`src/rtl/max7219_pkg.sv`:
```
// Shared MAX7219 definitions: register word width, register address map,
// receiver FSM states and a bit-order helper for digit-row decoding.
package max7219_pkg;

    localparam int REG_W = 16;

    typedef enum logic [3:0] {
        ADDR_NOOP      = 4'h0,
        ADDR_DIGIT0    = 4'h1,
        ADDR_DIGIT1    = 4'h2,
        ADDR_DIGIT2    = 4'h3,
        ADDR_DIGIT3    = 4'h4,
        ADDR_DIGIT4    = 4'h5,
        ADDR_DIGIT5    = 4'h6,
        ADDR_DIGIT6    = 4'h7,
        ADDR_DIGIT7    = 4'h8,
        ADDR_DECODE    = 4'h9,
        ADDR_INTENSITY = 4'hA,
        ADDR_SCANLIMIT = 4'hB,
        ADDR_SHUTDOWN  = 4'hC,
        ADDR_TEST      = 4'hF
    } max7219_addr_e;

    typedef enum logic [1:0] {
        RX_IDLE,
        RX_SHIFT,
        RX_LATCH
    } rx_state_e;

    // Digit data bit Dj drives column 7-j, so a row byte is mirrored into x order.
    function automatic logic [7:0] reverse8(input logic [7:0] v);
        logic [7:0] r;
        for (int j = 0; j < 8; j++) begin
            r[7-j] = v[j];
        end
        return r;
    endfunction

endpackage

```
`src/rtl/max7219_spi_sync.sv`:
```
// Synchroniser and edge detector for the three SPI inputs of the chain receiver.
module max7219_spi_sync #(
    parameter int SYNC_STAGES = 2
) (
    input  logic i_Clk,
    input  logic i_Rst,
    input  logic spi_stb,
    input  logic spi_clk,
    input  logic spi_din,
    output logic stb,
    output logic stb_rise,
    output logic stb_fall,
    output logic clk_rise,
    output logic din
);

    logic [SYNC_STAGES-1:0] stb_pipe;
    logic [SYNC_STAGES-1:0] clk_pipe;
    logic [SYNC_STAGES-1:0] din_pipe;
    logic                   stb_prev;
    logic                   clk_prev;

    // Shift raw inputs through the synchroniser and keep one delayed copy for edges.
    // Stb resets low so a frame can only start after Stb has been seen high and then falls.
    always_ff @(posedge i_Clk or negedge i_Rst) begin
        if (!i_Rst) begin
            stb_pipe <= '0;
            clk_pipe <= '0;
            din_pipe <= '0;
            stb_prev <= 1'b0;
            clk_prev <= 1'b0;
        end else begin
            // NOTE: clocked state uses <= so every flop samples pre-edge values; = here would collapse the synchroniser chain.
            stb_pipe <= {stb_pipe[SYNC_STAGES-2:0], spi_stb};
            clk_pipe <= {clk_pipe[SYNC_STAGES-2:0], spi_clk};
            din_pipe <= {din_pipe[SYNC_STAGES-2:0], spi_din};
            stb_prev <= stb_pipe[SYNC_STAGES-1];
            clk_prev <= clk_pipe[SYNC_STAGES-1];
        end
    end

    assign stb      = stb_pipe[SYNC_STAGES-1];
    assign din      = din_pipe[SYNC_STAGES-1];
    assign stb_rise = stb & ~stb_prev;
    assign stb_fall = ~stb & stb_prev;
    assign clk_rise = clk_pipe[SYNC_STAGES-1] & ~clk_prev;

endmodule

```
`src/rtl/max7219_chain_rx.sv`:
```
// Receiver model of a MAX7219 daisy chain: shifts the SPI stream, and on LOAD
// commits one 16-bit word per device into decoded display state.
module max7219_chain_rx
    import max7219_pkg::*;
#(
    parameter int SEG_ROWS    = 1,
    parameter int SEG_COLS    = 1,
    parameter int SYNC_STAGES = 2
) (
    input  logic                                  i_Clk,
    input  logic                                  i_Rst,
    input  logic                                  i_SPI_Stb,
    input  logic                                  i_SPI_Clk,
    input  logic                                  i_SPI_Din,
    output logic [SEG_ROWS*8-1:0][SEG_COLS*8-1:0] o_FrameBuf,
    output logic [SEG_ROWS-1:0][SEG_COLS-1:0][3:0] o_Intensity,
    output logic [SEG_ROWS-1:0][SEG_COLS-1:0]     o_Shutdown,
    output logic [SEG_ROWS-1:0][SEG_COLS-1:0][2:0] o_ScanLimit,
    output logic [SEG_ROWS-1:0][SEG_COLS-1:0][7:0] o_DecodeMode,
    output logic [SEG_ROWS-1:0][SEG_COLS-1:0]     o_DisplayTest,
    output logic                                  o_Load,
    output logic                                  o_Err
);

    localparam int N     = SEG_ROWS * SEG_COLS;
    localparam int BITS  = REG_W * N;
    localparam int CNT_W = $clog2(BITS + 2);

    logic stb_s, stb_rise, stb_fall, sclk_rise, din_s;

    max7219_spi_sync #(.SYNC_STAGES(SYNC_STAGES)) u_sync (
        .i_Clk   (i_Clk),
        .i_Rst   (i_Rst),
        .spi_stb (i_SPI_Stb),
        .spi_clk (i_SPI_Clk),
        .spi_din (i_SPI_Din),
        .stb     (stb_s),
        .stb_rise(stb_rise),
        .stb_fall(stb_fall),
        .clk_rise(sclk_rise),
        .din     (din_s)
    );

    rx_state_e                 state_q, state_d;
    logic [N-1:0][REG_W-1:0]   shreg_q;
    logic [CNT_W-1:0]          cnt_q;
    logic                      clear_cnt, shift_en, latch, commit;

    // State register.
    always_ff @(posedge i_Clk or negedge i_Rst) begin
        if (!i_Rst) state_q <= RX_IDLE;
        else        state_q <= state_d;
    end

    // Next-state and datapath control.
    always_comb begin
        // NOTE: every output of this block gets a default first, otherwise a missed branch infers a latch.
        state_d   = state_q;
        clear_cnt = 1'b0;
        shift_en  = 1'b0;
        latch     = 1'b0;
        case (state_q)
            RX_IDLE: begin
                if (stb_fall) begin
                    clear_cnt = 1'b1;
                    state_d   = RX_SHIFT;
                end
            end
            RX_SHIFT: begin
                shift_en = sclk_rise;
                if (stb_rise) state_d = RX_LATCH;
            end
            RX_LATCH: begin
                latch   = 1'b1;
                state_d = RX_IDLE;
            end
            default: state_d = RX_IDLE;
        endcase
    end

    assign commit = latch && (cnt_q == CNT_W'(BITS));

    // Chain shift register and saturating bit counter.
    always_ff @(posedge i_Clk or negedge i_Rst) begin
        if (!i_Rst) begin
            shreg_q <= '0;
            cnt_q   <= '0;
        end else if (clear_cnt) begin
            cnt_q <= '0;
        end else if (shift_en) begin
            shreg_q <= BITS'({shreg_q, din_s});
            if (cnt_q != CNT_W'(BITS + 1)) cnt_q <= cnt_q + 1'b1;
        end
    end

    // Commit all device words at once on a well-formed LOAD; flag malformed ones.
    always_ff @(posedge i_Clk or negedge i_Rst) begin
        if (!i_Rst) begin
            // NOTE: the register file is a handful of flops with defined power-up values, so it is reset like any other state.
            o_FrameBuf    <= '0;
            o_Intensity   <= '0;
            o_Shutdown    <= '1;
            o_ScanLimit   <= '0;
            o_DecodeMode  <= '0;
            o_DisplayTest <= '0;
            o_Load        <= 1'b0;
            o_Err         <= 1'b0;
        end else begin
            o_Load <= commit;
            o_Err  <= latch && !commit;
            if (commit) begin
                for (int d = 0; d < N; d++) begin
                    case (max7219_addr_e'(shreg_q[d][11:8]))
                        ADDR_DIGIT0, ADDR_DIGIT1, ADDR_DIGIT2, ADDR_DIGIT3,
                        ADDR_DIGIT4, ADDR_DIGIT5, ADDR_DIGIT6, ADDR_DIGIT7:
                            o_FrameBuf[(d / SEG_COLS) * 8 + int'(shreg_q[d][11:8]) - 1]
                                      [(d % SEG_COLS) * 8 +: 8] <= reverse8(shreg_q[d][7:0]);
                        ADDR_DECODE:
                            o_DecodeMode[d / SEG_COLS][d % SEG_COLS] <= shreg_q[d][7:0];
                        ADDR_INTENSITY:
                            o_Intensity[d / SEG_COLS][d % SEG_COLS] <= shreg_q[d][3:0];
                        ADDR_SCANLIMIT:
                            o_ScanLimit[d / SEG_COLS][d % SEG_COLS] <= shreg_q[d][2:0];
                        ADDR_SHUTDOWN:
                            o_Shutdown[d / SEG_COLS][d % SEG_COLS] <= ~shreg_q[d][0];
                        ADDR_TEST:
                            o_DisplayTest[d / SEG_COLS][d % SEG_COLS] <= shreg_q[d][0];
                        default: ;
                    endcase
                end
            end
        end
    end

endmodule

```
`config.mk`:
```
export PLATFORM = sky130hd
export DESIGN_NAME = max7219_chain_rx
export DESIGN_NICKNAME = d
export VERILOG_FILES = /design/src/rtl/max7219_pkg.sv /design/src/rtl/max7219_spi_sync.sv /design/src/rtl/max7219_chain_rx.sv
export SDC_FILE = /design/constraint.sdc
export NUM_CORES = 1
export LEC_CHECK = 0
export BUFFER_PORTS_ARGS = -buffer_cell sky130_fd_sc_hd__buf_2
export CAP_MARGIN = 15
export CORE_MARGIN = 8
export CORE_UTILIZATION = 54
export DETAILED_ROUTE_END_ITERATION = 8
export GPL_TIMING_DRIVEN = 0
export PLACE_DENSITY = 0.79
export SLEW_MARGIN = 25
export SYNTH_ARGS = -nofsm -noshare
export SYNTH_HDL_FRONTEND = slang
export SYNTH_SLANG_ARGS = --single-unit
export TNS_END_PERCENT = 10
```
`constraint.sdc`:
```
create_clock -name i_Clk -period 5.9 [get_ports i_Clk]
set_input_delay 0.59 -clock i_Clk [delete_from_list [all_inputs] [get_ports i_Clk]]
set_output_delay 0.59 -clock i_Clk [all_outputs]
set_load 0.02 [all_outputs]
```
==> results.md, run 1 <==
- The run finished with clean final reports.
- The average footprint of a synthesized cell is 15.4 sq um.
- The total nets after synthesis is roughly 300.
- By instance count, the cell type seen most on the critical path is buf_6.
- The number of enable-type register cells in the synthesized netlist is 0.
- Setup repair after global routing left no endpoint under its margin.
- The die is around 110 um wide.
- The commonest cells after synthesis are 109 x dfrtp_1, 89 x mux2_2, 10 x clkbuf_1.
- In this run the critical register-to-register path is captured at o_FrameBuf[62]$_DFFE_PN0P_.
- The setup fix buffers added after clock tree synthesis is 0.
- The power per cell area is 303 nW/um^2.
- The number of antenna cells inserted is 0.
- The first global-routing pass estimated about 15 mm of wire.
- After detailed routing, the total wire length is around 9.0 mm.
- The slew of the pin with the lowest slew margin is between 0.8 and 0.9 ns.
- The post-detailed-route count of antenna-violating nets is 0.
- The core box area is between 8000 and 9000 sq um.
- Walking the worst path, the cells encountered are inv_1, ha_1, buf_6, nand2b_1, a2111oi_2, o2111a_1, buf_6, mux2_2.
- In the post-synthesis netlist, the cell with the most instances is dfrtp_1.
- The total count of max-transition violations in the final report is 0.
- The origin of the critical flop-to-flop path is shreg_q[8]$_DFFE_PN0P_.
- The number of flip-flops and latches in the synthesized netlist is 110.
- The slowest cell on the critical path is a2111oi_2.
- The kind of capture point of the worst setup path is a register.
- The type of origin of the critical path is a register.
- The share of flip-flops with an asynchronous set or reset after synthesis is between 90% and 100%.
- The count of port buffers added during placement is 87.
- After clock tree synthesis, the repair step resized 0 gates.
- Among all flip-flop cells after synthesis, the most frequent one is dfrtp_1.
- The first routing iteration left 108 violations.
- The final number of setup-violating endpoints is 0.
- The area of the die is approximately 11000 sq um.
- The share of final-layout standard cells stronger than drive strength 1 is between 50% and 60%.
- The critical path arrival is just under 3 ns.
- Relative to the synthesized area, the layout overhead comes to 19.7%.
- For this configuration, the core starts out at a cell density of 54.6%.
- Counting I/O delays and the setup requirement, the final critical path takes 2.72 ns.
- The floorplan has 33 rows.
- At the worst endpoint, the required time is 6.15 ns.
- The number of global-route vias before repair is ~2.9k.
- After synthesis, the cell types taking the most area are dfrtp_1 62%, mux2_2 23%, ha_1 2.3%.
- The number of buffers between clock root and the deepest sink is 2.
- The congestion estimate from routability-driven global placement came to between 0.8 and 0.9.
- The share of the clock period used by the worst path after layout is 46.1%.
- The detailed-route via count is 2601.
- The overall die height is approximately 110 um.
- The number of antenna violations at the first check in global routing was 0.
- The worst setup path is of the register to register kind.
- Summed over all layers, the global routing overflow is 0.
- The tightest min-delay check is of the primary input to async pin type.
- VDD sags by at most 0.157 mV.
- After clock tree synthesis, the clock-pin slew on the worst setup and hold paths is roughly 0.10 ns.
- The worst reg2reg path depth is 8.
- The total leakage power is 2.87 nW.
- The clock tree root driver cell is clkbuf_8.
- The number of sinks on the clock net is 110.
- Static timing analysis puts the maximum clock frequency at roughly 0.37 GHz.
- The DRC violation count after routing is 0.
- The half-perimeter wire length after detailed placement is between 6 and 7 mm.
- The total placed cells including tap cells is 479.
- The number of synthesis warnings is 0.
- The detailed-routing iteration count for the pre-antenna-repair pass is 4.
- The I/O pin total is 88.
- The final layout contains 398 nets.
- The clock skew after layout is 0.0134 ns.
- The post-cts hold buffer count is 0.
- Using the TritonRoute via totals, the vias-per-cell ratio works out to about 5.3.
- The number of hold violations in the final report is 0.
- The total standard cell area after synthesis is between 4000 and 5000 sq um.
- TritonCTS built the clock tree.
- The final routed wire length divided by cell count is approximately 18 um.
- Setup slack on the worst reg-to-reg path comes out at roughly 3.2 ns.
- The number of buffers inserted during clock tree synthesis is 9.
- The largest net degree at the start of global routing is 57.
- The H-tree was split into 3 levels.
- In this run the worst path has a maximum fanout of 8.
- The number of library cell types mapped by synthesis is 36.
- For this run, the total global-route usage over all layers was measured as between 15 and 20%.
- Sequential elements use ~63% of the synthesized area.
- Clock latency on the worst-skew pair, taken at its later pin, is between 0.3 and 0.4 ns.
- In this design, the stage delay of the slowest critical-path cell is between 0.6 and 0.7 ns.
- The total negative slack is 0 ns.
- The cell count after synthesis is ~290.
- The synthesized design spends more area on one cell type than any other, namely dfrtp_1.
- Once layout is complete, the cells apart from fillers number ~500.
- The max-capacitance violation count is 0.
- Summed over its instances, the top area cell type makes up 62.1% of the synthesized netlist area.
- Headroom to the max-slew limit came out at 40.3%.
-- logic make-up (layout without fill, tap and decap cells) --
| kind of cell | after synthesis | after routing | synth area share, % |
|---|---|---|---|
| AND/OR/NAND/NOR | 42 | 42 | 6.89 |
| AO/OA/AOI/OAI | 7 | 7 | 1.34 |
| flip-flops | 110 | 110 | 62.7 |
| buffers and inverters | 22 | 125 | 2.36 |
| adder cells (fa/ha/maj) | 8 | 8 | 2.28 |
| multiplexers | 91 | 91 | 23.3 |
| XOR/XNOR | 6 | 6 | 1.20 |
-- layout make-up --
| class | instances | area, sq um |
|---|---|---|
| inverters | 7 | 26.3 |
| flip-flops and latches | 110 | 2750 |
| clock inverters | 5 | 129 |
| repair buffers | 88 | 469 |
| fillers | 619 | 2790 |
| well taps | 105 | 131 |
| plain buffers | 15 | 77.6 |
| clock buffers | 10 | 138 |
| multi-input cells | 154 | 1540 |
-- worst max-delay path by stage --
stage | startpoint | to
after CTS | shreg_q[8]$_DFFE_PN0P_ | o_FrameBuf[55]$_DFFE_PN0P_
after global routing | shreg_q[8]$_DFFE_PN0P_ | o_FrameBuf[55]$_DFFE_PN0P_
after detailed placement | shreg_q[8]$_DFFE_PN0P_ | o_FrameBuf[55]$_DFFE_PN0P_
final | shreg_q[8]$_DFFE_PN0P_ | o_FrameBuf[62]$_DFFE_PN0P_
after floorplan | shreg_q[8]$_DFFE_PN0P_ | o_FrameBuf[56]$_DFFE_PN0P_
after global placement | i_Rst | o_FrameBuf[25]$_DFFE_PN0P_
-- layout by cell type, fill, tap and decap left out, types with 2 or more instances in the layout --
cell type	synthesis	routed
dfrtp_1	109	109
mux2_2	89	89
buf_2	1	87
clkbuf_1	10	10
clkbuf_8	0	10
nor2_1	9	9
ha_1	8	8
inv_1	7	7
nand2_1	6	6
nand4_1	4	4
xor2_1	4	4
bufinv_16	0	4
nand2b_1	3	3
o21ai_0	3	3
nor3_1	3	3
buf_6	2	3
nor4bb_1	2	2
nor4b_1	2	2
mux2i_1	2	2
xnor2_1	2	2
nand3_2	2	2
and4_1	2	2
-- per-stage QoR --
| stage | hold WS [ns] | setup WS, ns | area [sq um] | util [%] | power, mW |
|---|---|---|---|---|---|
| after global routing | 0.209 | 3.01 | 5260 | 65.3 | 1.66 |
| after CTS | 0.186 | 3.20 | 5260 | 65.3 | 1.61 |
| after floorplan | 0.294 | 3.53 | 4390 | - | 0.948 |
| after detailed placement | 0.337 | 3.21 | 4990 | 62.0 | 1.03 |
| after global placement | 0.336 | 3.05 | 4960 | 61.6 | 1.02 |
| final | 0.174 | 3.18 | 5260 | 65.3 | 1.59 |
-- worst max-delay path: cells and delay by family (launching register included) --
kind                     cells  cell delay [ns]
buffers and inverters        3             0.45
AND/OR/NAND/NOR              1             0.15
AO/OA/AOI/OAI                2             0.96
adder cells (fa/ha/maj)      1             0.23
flip-flops                   1             0.47
multiplexers                 1             0.34
-- metal layers --
metal | global-route usage, % | up-vias | share of wire (%)
li1 | - | 1192 | -
met1 | 20.2 | 1345 | 43
met2 | 28.0 | 55 | 50
met3 | 4.90 | 9 | 5.8
met4 | 5.73 | 0 | 1.2
met5 | 0 | - | 0
-- state kept, by name, summed over array words and instances, names as in the netlist, 2 cells and up --
| signal | cells |
|---|---|
| state_q | 2 |
| u_sync.clk_pipe | 2 |
| cnt_q | 5 |
| o_ScanLimit | 3 |
| u_sync.stb_pipe | 2 |
| shreg_q | 12 |
| u_sync.din_pipe | 2 |
| o_FrameBuf | 64 |
| o_Intensity | 4 |
| o_DecodeMode | 8 |
-- report_power, final --
part	leakage, nW	switching, mW	total (mW)	internal, mW
combinational	1.24	0.131	0.192	0.0613
sequential	1.50	0.0335	0.823	0.790
clock	0.133	0.243	0.579	0.336
total	2.87	0.408	1.59	1.19
Power figures use the tool's default switching activity.
==> run 2, diff against run 1 <==
- clock period: 5.9 -> 2.7 ns (I/O delays scaled with it)
==> results.md, run 2 (synthesis gave the netlist of run 1 again) <==
- The flow ran to the end, and the final reports show no timing, DRC or antenna violations.
- The total count of max-transition violations in the final report is 0.
- The clock tree root driver cell is clkbuf_8.
- For this design, the slowest cell found on the critical path is dfrtp_1.
- Fill cells in the final layout number a little over 600.
- The first global-routing pass estimated 15.1 mm of wire.
- The layout overhead on the synthesized area is 21.6%.
- The number of global-route vias before repair is between 2k and 3k.
- The most used cell along the critical path is buf_6.
- Setup violations remaining at the end of the flow were counted as 0.
- Routability-driven placement finished with a final weighted congestion of 0.811.
- The half-perimeter wire length after detailed placement is roughly 6.4 mm.
- The share of final-layout standard cells stronger than drive strength 1 is between 50% and 60%.
- The clock reaches the later pin of the worst-skew pair after 0.37 ns.
- The number of sinks on the clock net is 110.
- The final routed wire length divided by cell count is approximately 19 um.
- Clock-pin slew was measured on the worst setup and hold paths at around 0.090 ns.
- The peak per-stage delay on the critical path is 0.49 ns.
- Using the TritonRoute via totals, the vias-per-cell ratio works out to about 5.3.
- During I/O placement, the number of pins put on the boundary was roughly 90.
- The path class of the tightest hold or removal check is register to register.
- In this run the register-to-register setup slack is between 0.15 and 0.2 ns.
- The total overflow left after global routing is 0.
- More flip-flops sit in one register than any other, and that register is o_FrameBuf.
- The clock tree from TritonCTS is built.
- Leaving out fill and tap cells, the most frequent cell in the layout is dfrtp_1.
- The number of antenna diodes in the final layout is 0.
- The number of antenna violations at the first check in global routing came to 0.
- Of the available clock period, the critical path in the final layout requires a little over nine tenths.
- For hold timing, the worst endpoint is u_sync.stb_pipe[1]$_DFF_PN0_.
- The number of buffers inserted during clock tree synthesis is 9.
- The number of cells on the worst reg-to-reg path is 8.
- For this run, design rule violations remaining after detail routing come to 0.
- The effective utilization at floorplan is around 55%.
- The floorplan step set the die height to around 110 um.
- The total leakage power is ~2.9 nW.
- The depth of the worst hold-timing path is 0.
- The wire length after detailed routing is 9.23 mm.
- The count of buffers added on input and output ports is 87.
- The register with the most flip-flops in the layout has 64 of them.
- The endpoint identified for the worst register-to-register timing path is o_FrameBuf[62]$_DFFE_PN0P_.
- Along the worst path, the maximum fanout reaches 8.
- The core utilization of the finished layout is between 60 and 70%.
- The global-route total usage across every layer is ~17%.
- The detailed-routing iteration count for the pre-antenna-repair pass is 4.
- The floorplan has 33 rows.
- Across the routed clock network, the largest skew measured is 0.0129 ns.
- Based on the critical path, the design can be clocked at up to between 0.3 and 0.4 GHz.
- In this run the remaining antenna-violating nets after routing total 0.
- Setup repair after global routing left no endpoint under its margin.
- Entering global routing, the biggest net connects 57 pins.
- In the final layout, the registers with the most flip-flops are o_FrameBuf (64), shreg_q (12), o_DecodeMode (8).
- STA puts the critical path data arrival time at 2.79 ns.
- The number of hold violations in the final report is 0.
- For the finished layout, the period the worst path requires is around 2.5 ns.
- The total negative slack is 0 ns.
- The critical path start-end classification is register to register.
- The worst setup path is captured at a register.
- The core box area is between 8000 and 9000 sq um.
- At the pin with the least slew margin, the transition time is 0.893 ns.
- The detailed router finished its first iteration with roughly 110 violations.
- The critical path goes through inv_1, ha_1, buf_6, nand2b_1, a2111oi_4, o2111a_1, buf_6, mux2_2.
- For this design the ratio of total power to cell area is ~650 nW/um^2.
- The worst path required time is slightly below 3 ns.
- The max-capacitance violation count is 0.
- The maximum ir drop on the vdd rail is about 0.34 mV.
- The detailed-route via count is around 2.6k.
- The area of the die is around 11000 sq um.
- The total number of H-tree levels is 3.
- For this run, the post-layout net count is approximately 400.
- In this run the most critical hold path is launched from u_sync.stb_pipe[0]$_DFF_PN0_.
- The worst relative slew slack is about two fifths.
- The worst setup path is launched from a register.
- The origin of the critical flop-to-flop path is shreg_q[8]$_DFFE_PN0P_.
- The number of buffers between clock root and the deepest sink is 2.
- The die is 106 um wide.
- In the layout the commonest cells are 109 x dfrtp_1, 89 x mux2_2, 87 x buf_2.
-- run 2: cell count changes in the layout (fill, tap and decap cells not counted), sizes merged --
cell	change
dlygate4sd3	+4
buf	+1
-- run 2: cell type report --
cell class                      instances  area (sq um)  share of cell area [%]
Tap cell                              105           131                    2.46
Clock inverter                          5           129                    2.41
Buffer                                 15          77.6                    1.45
Multi-Input combinational cell        154          1560                    29.2
Clock buffer                           10           138                    2.57
Sequential cell                       110          2750                    51.5
Inverter                                7          26.3                   0.492
Timing Repair Buffer                   93           529                    9.90
-- run 2: how the worst max path moves through the flow --
stage                                 startpoint                         end  slack (ns)  cells past startpoint
final                     shreg_q[8]$_DFFE_PN0P_  o_FrameBuf[62]$_DFFE_PN0P_        0.16                      8
after detailed placement  shreg_q[8]$_DFFE_PN0P_  o_FrameBuf[55]$_DFFE_PN0P_       0.005                      7
after global routing      shreg_q[8]$_DFFE_PN0P_  o_FrameBuf[59]$_DFFE_PN0P_        0.01                      8
after floorplan           shreg_q[8]$_DFFE_PN0P_  o_FrameBuf[56]$_DFFE_PN0P_        0.33                      8
after CTS                 shreg_q[8]$_DFFE_PN0P_  o_FrameBuf[62]$_DFFE_PN0P_        0.02                      8
after global placement    shreg_q[8]$_DFFE_PN0P_  o_FrameBuf[55]$_DFFE_PN0P_        0.05                      7
-- run 2: power by group --
part | internal [mW] | total, mW | switching, mW
logic | 0.140 | 0.433 | 0.292
clock network | 0.733 | 1.26 | 0.529
registers | 1.73 | 1.80 | 0.0772
-- run 2: critical path, delay by kind of cell, from the launching register on --
| family | cells | cell delay (ns) |
|---|---|---|
| adder cells (fa/ha/maj) | 1 | 0.24 |
| AND/OR/NAND/NOR | 1 | 0.17 |
| flip-flops | 1 | 0.49 |
| multiplexers | 1 | 0.34 |
| buffers and inverters | 3 | 0.46 |
| AO/OA/AOI/OAI | 2 | 0.73 |
-- run 2: stage by stage --
stage | cells | area (sq um) | power (mW) | hold WS [ns] | worst slack (ns)
floorplan | 286 | 4390 | 2.07 | -0.0256 | 0.325
CTS | 499 | 5320 | 3.52 | 0.359 | 0.0160
global placement | 478 | 4960 | 2.23 | 0.336 | 0.0462
detailed placement | 479 | 4990 | 2.26 | 0.269 | 0.00500
finish | 499 | 5350 | 3.50 | 0.356 | 0.160
global route | 499 | 5350 | 3.65 | 0.363 | 0.0137
-- run 2: metal layers --
layer | up-vias | wire [um] | GRT usage [%]
met5 | - | 0 | 0
met2 | 50 | 4770 | 29.0
met4 | 0 | 89 | 5.73
met1 | 1378 | 3860 | 20.2
met3 | 6 | 515 | 4.90
li1 | 1200 | - | -
-- run 2: timing repair --
item                                   CTS  global route
setup endpoints to repair                3            32
resized for setup                        0             3
endpoints found under the hold margin   58             0
hold buffers                             4             0
buffers inserted                         1             0
pin swaps                                0             1
